[src/rtl/fpu_op_sequencer.sv]
// Purpose : sequences one FPU operation per software start. It latches the operands and
//           opcode, launches the core, waits for done, and returns the result and flags.
// Latency : legal op gives its result 2+ cycles after start (done-driven); an illegal op gives it 1 cycle after start.
// Backpr. : no stall path; a start while busy is dropped and the sticky overrun flag is set.
// Ports   : CLK/RSTN (async active-low); start/OP1/OP2/OP_select from the register bank;
//           fpu_start/fpu_op1/fpu_op2/fpu_op to the core, fpu_result/fpu_done/fpu_zero/inf/nan back;
//           Result_Fpu/Result_FPU_valid/zero_flag/INF_flag/NAN_flag, busy, overrun, timeout_err, done_irq.
// Option  : define FPU_SEQ_TIMEOUT_EN to bound WAIT to TIMEOUT_CYCLES cycles.
module fpu_op_sequencer #(
  parameter int TIMEOUT_CYCLES = 64,
  parameter int MEM_WIDTH      = 32
) (
  input  logic                 CLK,
  input  logic                 RSTN,
  input  logic                 start,
  input  logic [MEM_WIDTH-1:0] OP1,
  input  logic [MEM_WIDTH-1:0] OP2,
  input  logic [2:0]           OP_select,
  output logic                 fpu_start,
  output logic [MEM_WIDTH-1:0] fpu_op1,
  output logic [MEM_WIDTH-1:0] fpu_op2,
  output logic [2:0]           fpu_op,
  input  logic [MEM_WIDTH-1:0] fpu_result,
  input  logic                 fpu_done,
  input  logic                 fpu_zero,
  input  logic                 fpu_inf,
  input  logic                 fpu_nan,
  output logic [MEM_WIDTH-1:0] Result_Fpu,
  output logic                 Result_FPU_valid,
  output logic                 zero_flag,
  output logic                 INF_flag,
  output logic                 NAN_flag,
  output logic                 busy,
  output logic                 overrun,
  output logic                 timeout_err,
  output logic                 done_irq
);

  localparam logic [MEM_WIDTH-1:0] QNAN = MEM_WIDTH'(32'h7FC0_0000);

  typedef enum logic [1:0] {S_IDLE, S_LAUNCH, S_WAIT} state_t;

  state_t                 state_q, state_d;
  logic [MEM_WIDTH-1:0]   op1_q, op1_d, op2_q, op2_d, result_q, result_d;
  logic [2:0]             op_q, op_d;
  logic                   valid_q, valid_d, zero_q, zero_d, inf_q, inf_d, nan_q, nan_d;
  logic                   overrun_q, overrun_d, timeout_q, timeout_d, irq_q, irq_d;

`ifdef FPU_SEQ_TIMEOUT_EN
  localparam int CW = (TIMEOUT_CYCLES > 1) ? $clog2(TIMEOUT_CYCLES) : 1;
  logic [CW-1:0] cnt_q, cnt_d;
`endif

  always_comb begin
    state_d   = state_q;
    op1_d     = op1_q;
    op2_d     = op2_q;
    op_d      = op_q;
    result_d  = result_q;
    valid_d   = valid_q;
    zero_d    = zero_q;
    inf_d     = inf_q;
    nan_d     = nan_q;
    overrun_d = overrun_q;
    timeout_d = timeout_q;
    irq_d     = 1'b0;
`ifdef FPU_SEQ_TIMEOUT_EN
    cnt_d     = cnt_q;
`endif
    case (state_q)
      S_IDLE: begin
        if (start) begin
          if (OP_select <= 3'd4) begin
            op1_d     = OP1;
            op2_d     = OP2;
            op_d      = OP_select;
            valid_d   = 1'b0;
            zero_d    = 1'b0;
            inf_d     = 1'b0;
            nan_d     = 1'b0;
            overrun_d = 1'b0;
            timeout_d = 1'b0;
            state_d   = S_LAUNCH;
          end else begin
            // Illegal opcode: answer with a quiet NaN and never touch the core.
            result_d = QNAN;
            zero_d   = 1'b0;
            inf_d    = 1'b0;
            nan_d    = 1'b1;
            valid_d  = 1'b1;
            irq_d    = 1'b1;
          end
        end
      end
      S_LAUNCH: begin
        if (start) overrun_d = 1'b1;
        state_d = S_WAIT;
`ifdef FPU_SEQ_TIMEOUT_EN
        cnt_d = '0;
`endif
      end
      S_WAIT: begin
        if (start) overrun_d = 1'b1;
        // done takes priority over an expiry in the same cycle.
        if (fpu_done) begin
          result_d = fpu_result;
          zero_d   = fpu_zero;
          inf_d    = fpu_inf;
          nan_d    = fpu_nan;
          valid_d  = 1'b1;
          irq_d    = 1'b1;
          state_d  = S_IDLE;
        end
`ifdef FPU_SEQ_TIMEOUT_EN
        else if (cnt_q == CW'(TIMEOUT_CYCLES - 1)) begin
          result_d  = QNAN;
          zero_d    = 1'b0;
          inf_d     = 1'b0;
          nan_d     = 1'b1;
          valid_d   = 1'b1;
          timeout_d = 1'b1;
          irq_d     = 1'b1;
          state_d   = S_IDLE;
        end else begin
          cnt_d = cnt_q + CW'(1);
        end
`endif
      end
      default: state_d = S_IDLE;
    endcase
  end

  always_ff @(posedge CLK or negedge RSTN) begin
    if (!RSTN) begin
      state_q   <= S_IDLE;
      op1_q     <= '0;
      op2_q     <= '0;
      op_q      <= '0;
      result_q  <= '0;
      valid_q   <= 1'b0;
      zero_q    <= 1'b0;
      inf_q     <= 1'b0;
      nan_q     <= 1'b0;
      overrun_q <= 1'b0;
      timeout_q <= 1'b0;
      irq_q     <= 1'b0;
    end else begin
      state_q   <= state_d;
      op1_q     <= op1_d;
      op2_q     <= op2_d;
      op_q      <= op_d;
      result_q  <= result_d;
      valid_q   <= valid_d;
      zero_q    <= zero_d;
      inf_q     <= inf_d;
      nan_q     <= nan_d;
      overrun_q <= overrun_d;
      timeout_q <= timeout_d;
      irq_q     <= irq_d;
    end
  end

`ifdef FPU_SEQ_TIMEOUT_EN
  always_ff @(posedge CLK or negedge RSTN) begin
    if (!RSTN) cnt_q <= '0;
    else       cnt_q <= cnt_d;
  end
  assign timeout_err = timeout_q;
`else
  // Without the timeout option the parameter has no effect and the sticky bit is never set.
  logic timeout_cfg_unused;
  assign timeout_cfg_unused = (TIMEOUT_CYCLES > 0) | timeout_q;
  assign timeout_err        = 1'b0;
`endif

  assign fpu_start        = (state_q == S_LAUNCH);
  assign busy             = (state_q != S_IDLE);
  assign fpu_op1          = op1_q;
  assign fpu_op2          = op2_q;
  assign fpu_op           = op_q;
  assign Result_Fpu       = result_q;
  assign Result_FPU_valid = valid_q;
  assign zero_flag        = zero_q;
  assign INF_flag         = inf_q;
  assign NAN_flag         = nan_q;
  assign overrun          = overrun_q;
  assign done_irq         = irq_q;

endmodule

[config.mk]
export PLATFORM = sky130hd
export DESIGN_NAME = fpu_op_sequencer
export DESIGN_NICKNAME = d
export VERILOG_FILES = /design/src/rtl/fpu_op_sequencer.sv
export SDC_FILE = /design/constraint.sdc
export NUM_CORES = 1
export LEC_CHECK = 0
export BUFFER_PORTS_ARGS = -buffer_cell sky130_fd_sc_hd__buf_2
export CORE_ASPECT_RATIO = 1.1
export CORE_UTILIZATION = 46
export CTS_BUF_LIST = sky130_fd_sc_hd__clkbuf_4 sky130_fd_sc_hd__clkbuf_8 sky130_fd_sc_hd__clkbuf_16
export CTS_CLUSTER_SIZE = 40
export DETAILED_ROUTE_END_ITERATION = 6
export PLACE_DENSITY = 0.9
export REMOVE_ABC_BUFFERS = 1
export SLEW_MARGIN = 5
export SYNTH_ARGS = -nofsm -noshare
export SYNTH_HDL_FRONTEND = slang
export SYNTH_SLANG_ARGS = --single-unit
[constraint.sdc]
create_clock -name CLK -period 2.15 [get_ports CLK]
set_input_delay 0.3225 -clock CLK [delete_from_list [all_inputs] [get_ports CLK]]
set_output_delay 0.3225 -clock CLK [all_outputs]
set_load 0.02 [all_outputs]
### Word-level counts from Yosys, hierarchy flattened

Index checks and enable logic that the tools add are counted.

* bits in registers: 107
* input port bits: 106
* word-level logic and storage cells: 55

* order comparisons: 1
* equal/unequal tests: 7
* multiplexer cells: 26
* reduce and logical (&&, ||, !) cells: 10

Operators with widths (count)
* two-way mux 32 bit: 3
* case mux 32 bit (2 select lines): 1
* two-way mux 1 bit: 12
* case mux 1 bit (2 select lines): 6
* AND reduction 3 bit: 3
* != test 2 bit (second input constant): 4
* AND reduction 4 bit: 2
* two-way mux 2 bit: 3
* case mux 2 bit (3 select lines): 1
* nonzero test 2 bit: 3
* <= comparator 3 bit (second input constant): 1
* == test 2 x 1 -> 1 bit (second input constant): 1
* == test 2 bit (second input constant): 1
* zero test 2 bit: 1
* != test 2 x 1 -> 1 bit (second input constant): 1
* OR reduction 2 bit: 1

### Logic depth before layout (Yosys ltp)

Gate-level depths: netlist of the first run.

* depth in word-level cells: 4
* mapped depth: 7
* depth with buffers taken out: 5

### Worst setup path before layout of the first run

No wires, ideal clock.

* kind: reg2reg
* from: register state_q[0]
* to: register result_q[24], in the netlist Result_Fpu[24]
* arrival time: 1.856 ns
* setup slack: 0.166 ns
* stages on the path, launching flop included: 8
* path through: dfrtp_1 > inv_1 > ha_1 > buf_2 > nor2b_1 > a2111oi_4 > buf_6 > mux2_1

* longest elaborated chain between the ends: 3
* elaborated cells between the ends (all ways): 8

Ends and longest elaborated chain
* start: declaration: RTL line 43 `state_t state_q, state_d;`
* start signal: assignment: RTL line 148 `state_q <= state_d;`
* == test 2 bit or zero test 2 bit (tied branches): RTL line 70 `case (state_q)`
* != test 2 bit (no source line) or nonzero test 2 bit (tied branches)
* AND reduction 4 bit (no source line)
* end signal: assignment: RTL line 152 `result_q <= result_d;`
* end: declaration: RTL line 44 `logic [MEM_WIDTH-1:0] op1_q, op1_d, op2_q, op2_d, result_q, result_d;`

Several ways; a longest one is shown, not always the timed one.
A chain may end at the register's enable or synchronous reset.

### Final worst setup path of the first run

* from: register state_q[0]
* to: register result_q[26], in the netlist Result_Fpu[26]

Same word-level chain as after synthesis.

==> results.json, run 1 <==
{
  "run_status": "finished clean",
  "ios": 214,
  "vias_per_cell": 4.879,
  "sum_of_overflow_across_all_layers_after_global_routing": 0,
  "ys_top_cells_by_count": "sky130_fd_sc_hd__dfrtp_1 (107), sky130_fd_sc_hd__mux2_2 (68), sky130_fd_sc_hd__inv_1 (28)",
  "fp.dieH_um": 104.4,
  "ys_seq_elements": 107,
  "synth_top_area_share_pct": 61.02,
  "async_flop_share_pct": 100.0,
  "rr_startpoint": "state_q[0]$_DFFE_PN0P_",
  "vias_in_the_first_global_route": 3427,
  "dpl_cell_area_mm2": 0.005644,
  "cts_root_buf": "sky130_fd_sc_hd__clkbuf_8",
  "layout.filler_cells": 701,
  "clk_latency_ps": 360,
  "num_rows": 37,
  "tritoncts.num_buffers": 9,
  "post_route_cells_drive_above_1_share_pct": 56.88,
  "power_density_mw_per_mm2": 1632,
  "final_max_slew_viol_count": 0,
  "clk_path_buf_depth": 2,
  "die_width_um": 95.12,
  "grt_pass1_wl_mm": 15.58,
  "period_share_pct": 93.70,
  "h-tree-depth": 3,
  "grt_antenna_before_repair": 0,
  "synthesis.instances": 321,
  "yosys_warnings": 0,
  "place_hpwl_mm": 7.633,
  "critPathRequiredTime_ps": 2390,
  "design.final.nets": 649,
  "dominant_synthesized_flop_cell": "sky130_fd_sc_hd__dfrtp_1",
  "total_power_mw": 9.628,
  "critical_path.startpoint": "state_q[0]$_DFFE_PN0P_",
  "gp_routability_congestion": 0.8619,
  "placeableCoreArea_mm2": 0.009305,
  "drc": 0,
  "starting_utilization_of_the_core_area_pct": 47.16,
  "fin_ws_ps": 135.5,
  "cts_hold_buf": 1,
  "clkSlewWorstSetupHoldPaths_ps": 100,
  "synth_enable_flop_cells": 0,
  "vias": 3230,
  "maximum_number_of_pins_on_one_net_before_global_route_repair": 41,
  "syn_avg_cell_area_um2": 13.67,
  "crit_end": "Result_Fpu[26]$_DFFE_PN0P_",
  "cts.sinks": 107,
  "synthDominantAreaCellType": "sky130_fd_sc_hd__dfrtp_1",
  "power_report.internal_total_mw": 5.710,
  "detailedRoute.firstPassIterationCount": 4,
  "hp-start": "OP2[0]",
  "post-cts-setup-buffers": 0,
  "setup_viol_count_final": 0,
  "postCtsResizedCells": 0,
  "synthTopCellsByArea": "sky130_fd_sc_hd__dfrtp_1 (61%), sky130_fd_sc_hd__mux2_2 (17%), sky130_fd_sc_hd__mux2i_1 (5.2%)",
  "ff2ff_path_depth": 6,
  "global_route.usage.total_pct": 20.47,
  "finalHoldViolations": 0,
  "number_of_i_o_port_buffers": 212,
  "detailedPlace.worstSlack_ps": 149.1,
  "pwr-share-comb_pct": 47.9,
  "cts_tree": "built",
  "worstReg2RegEnd": "Result_Fpu[26]$_DFFE_PN0P_",
  "max-vdd-ir-drop_mv": 0.8434,
  "drt_iter0_drc": 70,
  "fp.dieArea_mm2": 0.009934,
  "regToRegSetupSlack_ps": 140,
  "timing.final.crit_period_ps": 2014,
  "wire_per_inst_um": 14.99,
  "total_switching_power_mw": 3.917,
  "crit_arrival_ps": 2250,
  "final.setup_skew_ps": 12.55,
  "synth-seq-area-share_pct": 61.02,
  "power.clock.fraction_pct": 15.2,
  "cp-start-kind": "flip-flop",
  "netSwitchingFraction_pct": 40.69,
  "grt_setup_unrepaired": "no",
  "path_class": "reg2reg",
  "timing.hold.worst.class": "in2reg",
  "syn_to_final_growth_pct": 34.45,
  "sequentialPowerShare_pct": 36.9,
  "max_cap_violations": 0,
  "yosys.cell_count.top_type": "sky130_fd_sc_hd__dfrtp_1",
  "fin_area_mm2": 0.005899,
  "mappedNetlistArea_mm2": 0.004388,
  "totalWireLength_mm": 9.922,
  "critical_path_peak_fanout": 28,
  "tns_ps": 0,
  "clock.fmax_mhz": 496.4,
  "static-leakage-power_nw": 2.917,
  "insertedDiodeCount": 0,
  "end_kind": "flip-flop",
  "detail-route-antenna-nets": 0,
  "synth.distinct_cells": 28
}
## how the worst min path moves through the flow
stage	to	slack, ps	cells past startpoint
detailed placement	INF_flag$_DFFE_PN0P_	280	1
global placement	INF_flag$_DFFE_PN0P_	280	1
finish	fpu_op2[0]$_DFFE_PN0P_	180	2
floorplan	INF_flag$_DFFE_PN0P_	30	0
global route	fpu_op1[10]$_DFFE_PN0P_	150	2
CTS	fpu_op2[0]$_DFFE_PN0P_	160	2
## logic make-up (layout without fill, tap and decap cells)
family	after synthesis	after routing	share of synthesized area [%]
muxes	100	100	25.01
AOI/OAI and AO/OA	18	18	3.507
and+or+nand+nor	47	47	4.990
DFF	107	107	61.02
adders and majority gates	3	3	0.8555
other	1	1	0.08546
buffers and inverters	45	269	4.534
## routing by layer
metal | wire (um) | track usage [%] | up-vias
met5 | 0 | 0 | -
met4 | 199 | 8.009 | 0
met3 | 624 | 5.994 | 17
met2 | 5171 | 36.12 | 120
met1 | 3927 | 22.58 | 1579
li1 | - | - | 1514
## power by group through the flow
stage | clock (mW) | sequential (mW) | combinational (mW)
5_1_grt | 1.59 | 3.67 | 4.92
2_1_floorplan | 0 | 4.80 | 1.72
4_1_cts | 1.50 | 3.55 | 4.66
3_3_place_gp | 0 | 3.52 | 4.50
6_report | 1.46 | 3.55 | 4.61
3_5_place_dp | 0 | 3.58 | 4.66
## sequential cells by signal (all words and copies together) (netlist names)
register and cells:
Result_Fpu 32, fpu_op1 32, fpu_op2 32, fpu_op 3, state_q 2, INF_flag 1, NAN_flag 1, Result_FPU_valid 1
done_irq 1, overrun 1, zero_flag 1
## critical path, stage by stage, from the launching register on
cell and delay [ps]:
sky130_fd_sc_hd__dfrtp_1 390, sky130_fd_sc_hd__inv_1 70, sky130_fd_sc_hd__ha_1 210, sky130_fd_sc_hd__nor2b_1 180
sky130_fd_sc_hd__a2111oi_4 430, sky130_fd_sc_hd__buf_12 260, sky130_fd_sc_hd__mux2_1 350
## cells in the final DEF (no fill, tap or decap), types with 3 or more instances in the layout
| master | synthesis | routed |
|---|---|---|
| sky130_fd_sc_hd__inv_1 | 28 | 28 |
| sky130_fd_sc_hd__nand2_1 | 24 | 24 |
| sky130_fd_sc_hd__o21ai_0 | 5 | 5 |
| sky130_fd_sc_hd__mux2_1 | 9 | 9 |
| sky130_fd_sc_hd__ha_1 | 3 | 3 |
| sky130_fd_sc_hd__clkbuf_8 | 0 | 9 |
| sky130_fd_sc_hd__nand2b_1 | 11 | 11 |
| sky130_fd_sc_hd__mux2i_1 | 23 | 23 |
| sky130_fd_sc_hd__buf_2 | 9 | 211 |
| sky130_fd_sc_hd__nor2_1 | 3 | 3 |
| sky130_fd_sc_hd__o211ai_1 | 3 | 3 |
| sky130_fd_sc_hd__bufinv_16 | 0 | 3 |
| sky130_fd_sc_hd__buf_12 | 0 | 3 |
| sky130_fd_sc_hd__nand3_1 | 6 | 5 |
| sky130_fd_sc_hd__mux2_2 | 68 | 68 |
| sky130_fd_sc_hd__dfrtp_1 | 107 | 107 |
| sky130_fd_sc_hd__buf_4 | 3 | 10 |
## stage by stage
stage	instances	hold WS, ps	util, %
floorplan	304	26.91	-
global placement	645	283.9	60.66
detailed placement	645	281.1	60.66
CTS	662	159.4	63.40
global route	662	150.2	63.40
finish	662	179.7	63.40
## layout make-up
| cell class | count | area [um^2] | share of cell area (%) |
|---|---|---|---|
| Sequential cell | 107 | 2678 | 45.39 |
| Multi-Input combinational cell | 169 | 1524 | 25.83 |
| Timing Repair Buffer | 225 | 1201 | 20.36 |
| Tap cell | 117 | 146.4 | 2.481 |
| Clock buffer | 10 | 131.4 | 2.227 |
| Clock inverter | 6 | 113.9 | 1.930 |
| Inverter | 28 | 105.1 | 1.782 |
(Power assumes the default switching activity.)
==> inputs of run 2 (changes only) <==
ABC_AREA = 1   (was unset)
CORE_UTILIZATION = 51   (was 46)
PLACE_DENSITY = 0.95   (was 0.9)
clock period = 2.6 ns   (was 2.15 ns; I/O delays follow)
==> run 2 against run 1 <==
Net effect:
- sequential cell count unchanged
- register-to-register slack improved by 350 ps
- routed wire length increased by 5.5%
- critical path depth increased by 1
- highest routed layer unchanged
==> results.json, run 2 <==
{
  "syn_avg_cell_area_um2": 8.672,
  "total_power_mw": 7.415,
  "timing.final.crit_period_ps": 2116,
  "dpl_cell_area_mm2": 0.005741,
  "max_cap_violations": 0,
  "starting_utilization_of_the_core_area_pct": 52.58,
  "drc": 0,
  "yosys.cell_count.top_type": "sky130_fd_sc_hd__nand2_1",
  "design.final.nets": 849,
  "detailedPlace.worstSlack_ps": 520.4,
  "grt_setup_unrepaired": "no",
  "worstReg2RegEnd": "Result_Fpu[16]$_DFFE_PN0P_",
  "maximum_number_of_pins_on_one_net_before_global_route_repair": 56,
  "end_kind": "flip-flop",
  "totalWireLength_mm": 10.47,
  "power_report.internal_total_mw": 4.011,
  "layout.filler_cells": 725,
  "grt_pass1_wl_mm": 16.19,
  "sum_of_overflow_across_all_layers_after_global_routing": 0,
  "run_status": "finished clean",
  "yosys_warnings": 0,
  "path_common_cell": "sky130_fd_sc_hd__nand2_1",
  "cts_root_buf": "sky130_fd_sc_hd__clkbuf_8",
  "place_hpwl_mm": 7.771,
  "cp-start-kind": "flip-flop",
  "tns_ps": 0,
  "vias": 4008,
  "total_switching_power_mw": 3.404,
  "tritoncts.num_buffers": 9,
  "grt_antenna_before_repair": 0,
  "synthesis.instances": 538,
  "static-leakage-power_nw": 3.735,
  "num_rows": 36,
  "layout_commonest_cell": "sky130_fd_sc_hd__buf_2",
  "slowest_delay_ps": 440,
  "cts.sinks": 107,
  "crit_arrival_ps": 2360,
  "hp-start": "OP2[1]",
  "sequentialPowerShare_pct": 38.8,
  "rr_startpoint": "state_q[0]$_DFFE_PN0P_",
  "path_class": "reg2reg",
  "wire_per_inst_um": 12.19,
  "placeableCoreArea_mm2": 0.008874,
  "synth-seq-area-share_pct": 57.39,
  "synthDominantAreaCellType": "sky130_fd_sc_hd__dfrtp_1",
  "pwr-share-comb_pct": 48.1,
  "h-tree-depth": 3,
  "critical_path.startpoint": "state_q[0]$_DFFE_PN0P_",
  "clk_latency_ps": 360,
  "fin_area_mm2": 0.005944,
  "max-vdd-ir-drop_mv": 0.5683,
  "synthTopCellsByArea": "sky130_fd_sc_hd__dfrtp_1 (57%), sky130_fd_sc_hd__nand2_1 (14%), sky130_fd_sc_hd__inv_1 (7.9%)",
  "period_share_pct": 81.40,
  "ios": 214,
  "async_flop_share_pct": 100.0,
  "fp.dieH_um": 102.3,
  "ys_seq_elements": 107,
  "critPathRequiredTime_ps": 2840,
  "stdcell_count": 859,
  "finalHoldViolations": 0,
  "final.setup_skew_ps": 16.23,
  "multi_input_gate_area_in_the_final_layout_mm2": 0.001395,
  "final_core_utilization_pct": 66.99,
  "fin_ws_ps": 483.7,
  "finalHoldWorstSlack_ps": 258.1,
  "final_max_slew_viol_count": 0,
  "power.clock.fraction_pct": 13.1,
  "synth_top_area_share_pct": 57.39,
  "final_cell_mix": "sky130_fd_sc_hd__buf_2 (211), sky130_fd_sc_hd__nand2_1 (171), sky130_fd_sc_hd__dfrtp_1 (107), sky130_fd_sc_hd__inv_1 (98), sky130_fd_sc_hd__o21ai_1 (40)",
  "drt_iter0_drc": 124,
  "vias_in_the_first_global_route": 3524,
  "dominant_synthesized_flop_cell": "sky130_fd_sc_hd__dfrtp_1",
  "detail-route-antenna-nets": 0,
  "netSwitchingFraction_pct": 45.91,
  "synth.distinct_cells": 20,
  "die_width_um": 93.20,
  "regArea_mm2": 0.002678,
  "vias_per_cell": 4.666,
  "ys_top_cells_by_count": "sky130_fd_sc_hd__nand2_1 (171), sky130_fd_sc_hd__dfrtp_1 (107), sky130_fd_sc_hd__inv_1 (98)",
  "syn_to_final_growth_pct": 27.41,
  "hold_depth": 3,
  "ff2ff_path_depth": 7,
  "timing.hold.worst.class": "in2reg",
  "fp.dieArea_mm2": 0.009535,
  "clk_path_buf_depth": 2,
  "gp_routability_congestion": 0.8363,
  "global_route.usage.total_pct": 21.72,
  "critical-path-slowest-cell": "sky130_fd_sc_hd__ha_1",
  "setup_viol_count_final": 0,
  "critical_path_peak_fanout": 36,
  "cts_tree": "built",
  "insertedDiodeCount": 0,
  "power_density_mw_per_mm2": 1247,
  "detailedRoute.firstPassIterationCount": 4,
  "synth_enable_flop_cells": 0,
  "number_of_i_o_port_buffers": 212,
  "post_route_cells_drive_above_1_share_pct": 34.50,
  "regToRegSetupSlack_ps": 480,
  "clock.fmax_mhz": 472.5,
  "mappedNetlistArea_mm2": 0.004666,
  "numPlacedInstances": 842,
  "worstHoldEndpoint": "fpu_op2[1]$_DFFE_PN0P_",
  "cell_by_cell_trace_of_the_critical_path": "inv_1, ha_1, nor2_4, nor2_8, nand2_4, nand2_1, nand2_1",
  "clkSlewWorstSetupHoldPaths_ps": 110
}
run 2: cell types whose count changed after synthesis, sizes merged, moves of 3 or more:
cell | previous run | this run
mux2i | 23 | 0
nand2 | 24 | 179
o21ai | 6 | 68
buf | 13 | 21
or2 | 0 | 10
mux2 | 77 | 0
inv | 28 | 99
clkbuf | 4 | 8
nand2b | 11 | 0
nand3 | 6 | 40
o211ai | 3 | 0
run 2: area by class of cell:
cell class / instances / area share (%)
Tap cell: 114 / 2.399
Sequential cell: 107 / 45.04
Clock inverter: 5 / 0.7156
Timing Repair Buffer: 220 / 19.57
Clock buffer: 11 / 2.547
Inverter: 99 / 6.251
Multi-Input combinational cell: 303 / 23.47
run 2: worst max-delay path, delay by kind of cell (launching register included):
kind / cells / cell delay, ps
fa+ha+maj: 1 / 440
simple gates: 5 / 1010
buf+inv: 1 / 100
flops: 1 / 410
run 2: how the worst max path moves through the flow:
stage | end | slack (ps)
floorplan | fpu_op1[10]$_DFFE_PN0P_ | 500
detailed placement | Result_Fpu[16]$_DFFE_PN0P_ | 520
global route | Result_Fpu[16]$_DFFE_PN0P_ | 340
global placement | fpu_op[1]$_DFFE_PN0P_ | 610
finish | Result_Fpu[16]$_DFFE_PN0P_ | 480
CTS | fpu_op1[13]$_DFFE_PN0P_ | 480
run 2: routing by layer:
| layer | wire length (um) | global-route usage (%) | vias to the layer above |
|---|---|---|---|
| met5 | 0 | 0 | - |
| met4 | 44 | 6.391 | 0 |
| met3 | 745 | 4.985 | 4 |
| met2 | 5329 | 38.63 | 160 |
| met1 | 4347 | 26.48 | 1830 |
| li1 | - | - | 2014 |
run 2: what timing repair did:
| item | CTS | global route |
|---|---|---|
| endpoints found under the setup margin | 0 | 0 |
| hold buffers | 1 | 0 |
| hold endpoints to repair | 28 | 0 |
| resized for setup | 0 | 0 |
| buffers inserted | 0 | 0 |
run 2: cell families (layout without fill, tap and decap cells):
| group | Yosys count | after routing | synth area share (%) |
|---|---|---|---|
| simple gates | 231 | 231 | 21.72 |
| buf+inv | 128 | 335 | 12.71 |
| flops | 107 | 107 | 57.39 |
| compound gates | 68 | 68 | 7.294 |
| fa+ha+maj | 3 | 3 | 0.8046 |
| other cells | 1 | 1 | 0.08037 |
run 2: power by group through the flow:
stage	Sequential, mW	Combinational, mW	Clock (mW)
floorplan	3.83	1.29	0
global placement	2.85	3.49	0
detailed placement	2.89	3.60	0
CTS	2.87	3.60	0.996
global route	2.97	3.93	1.08
finish	2.87	3.57	0.974
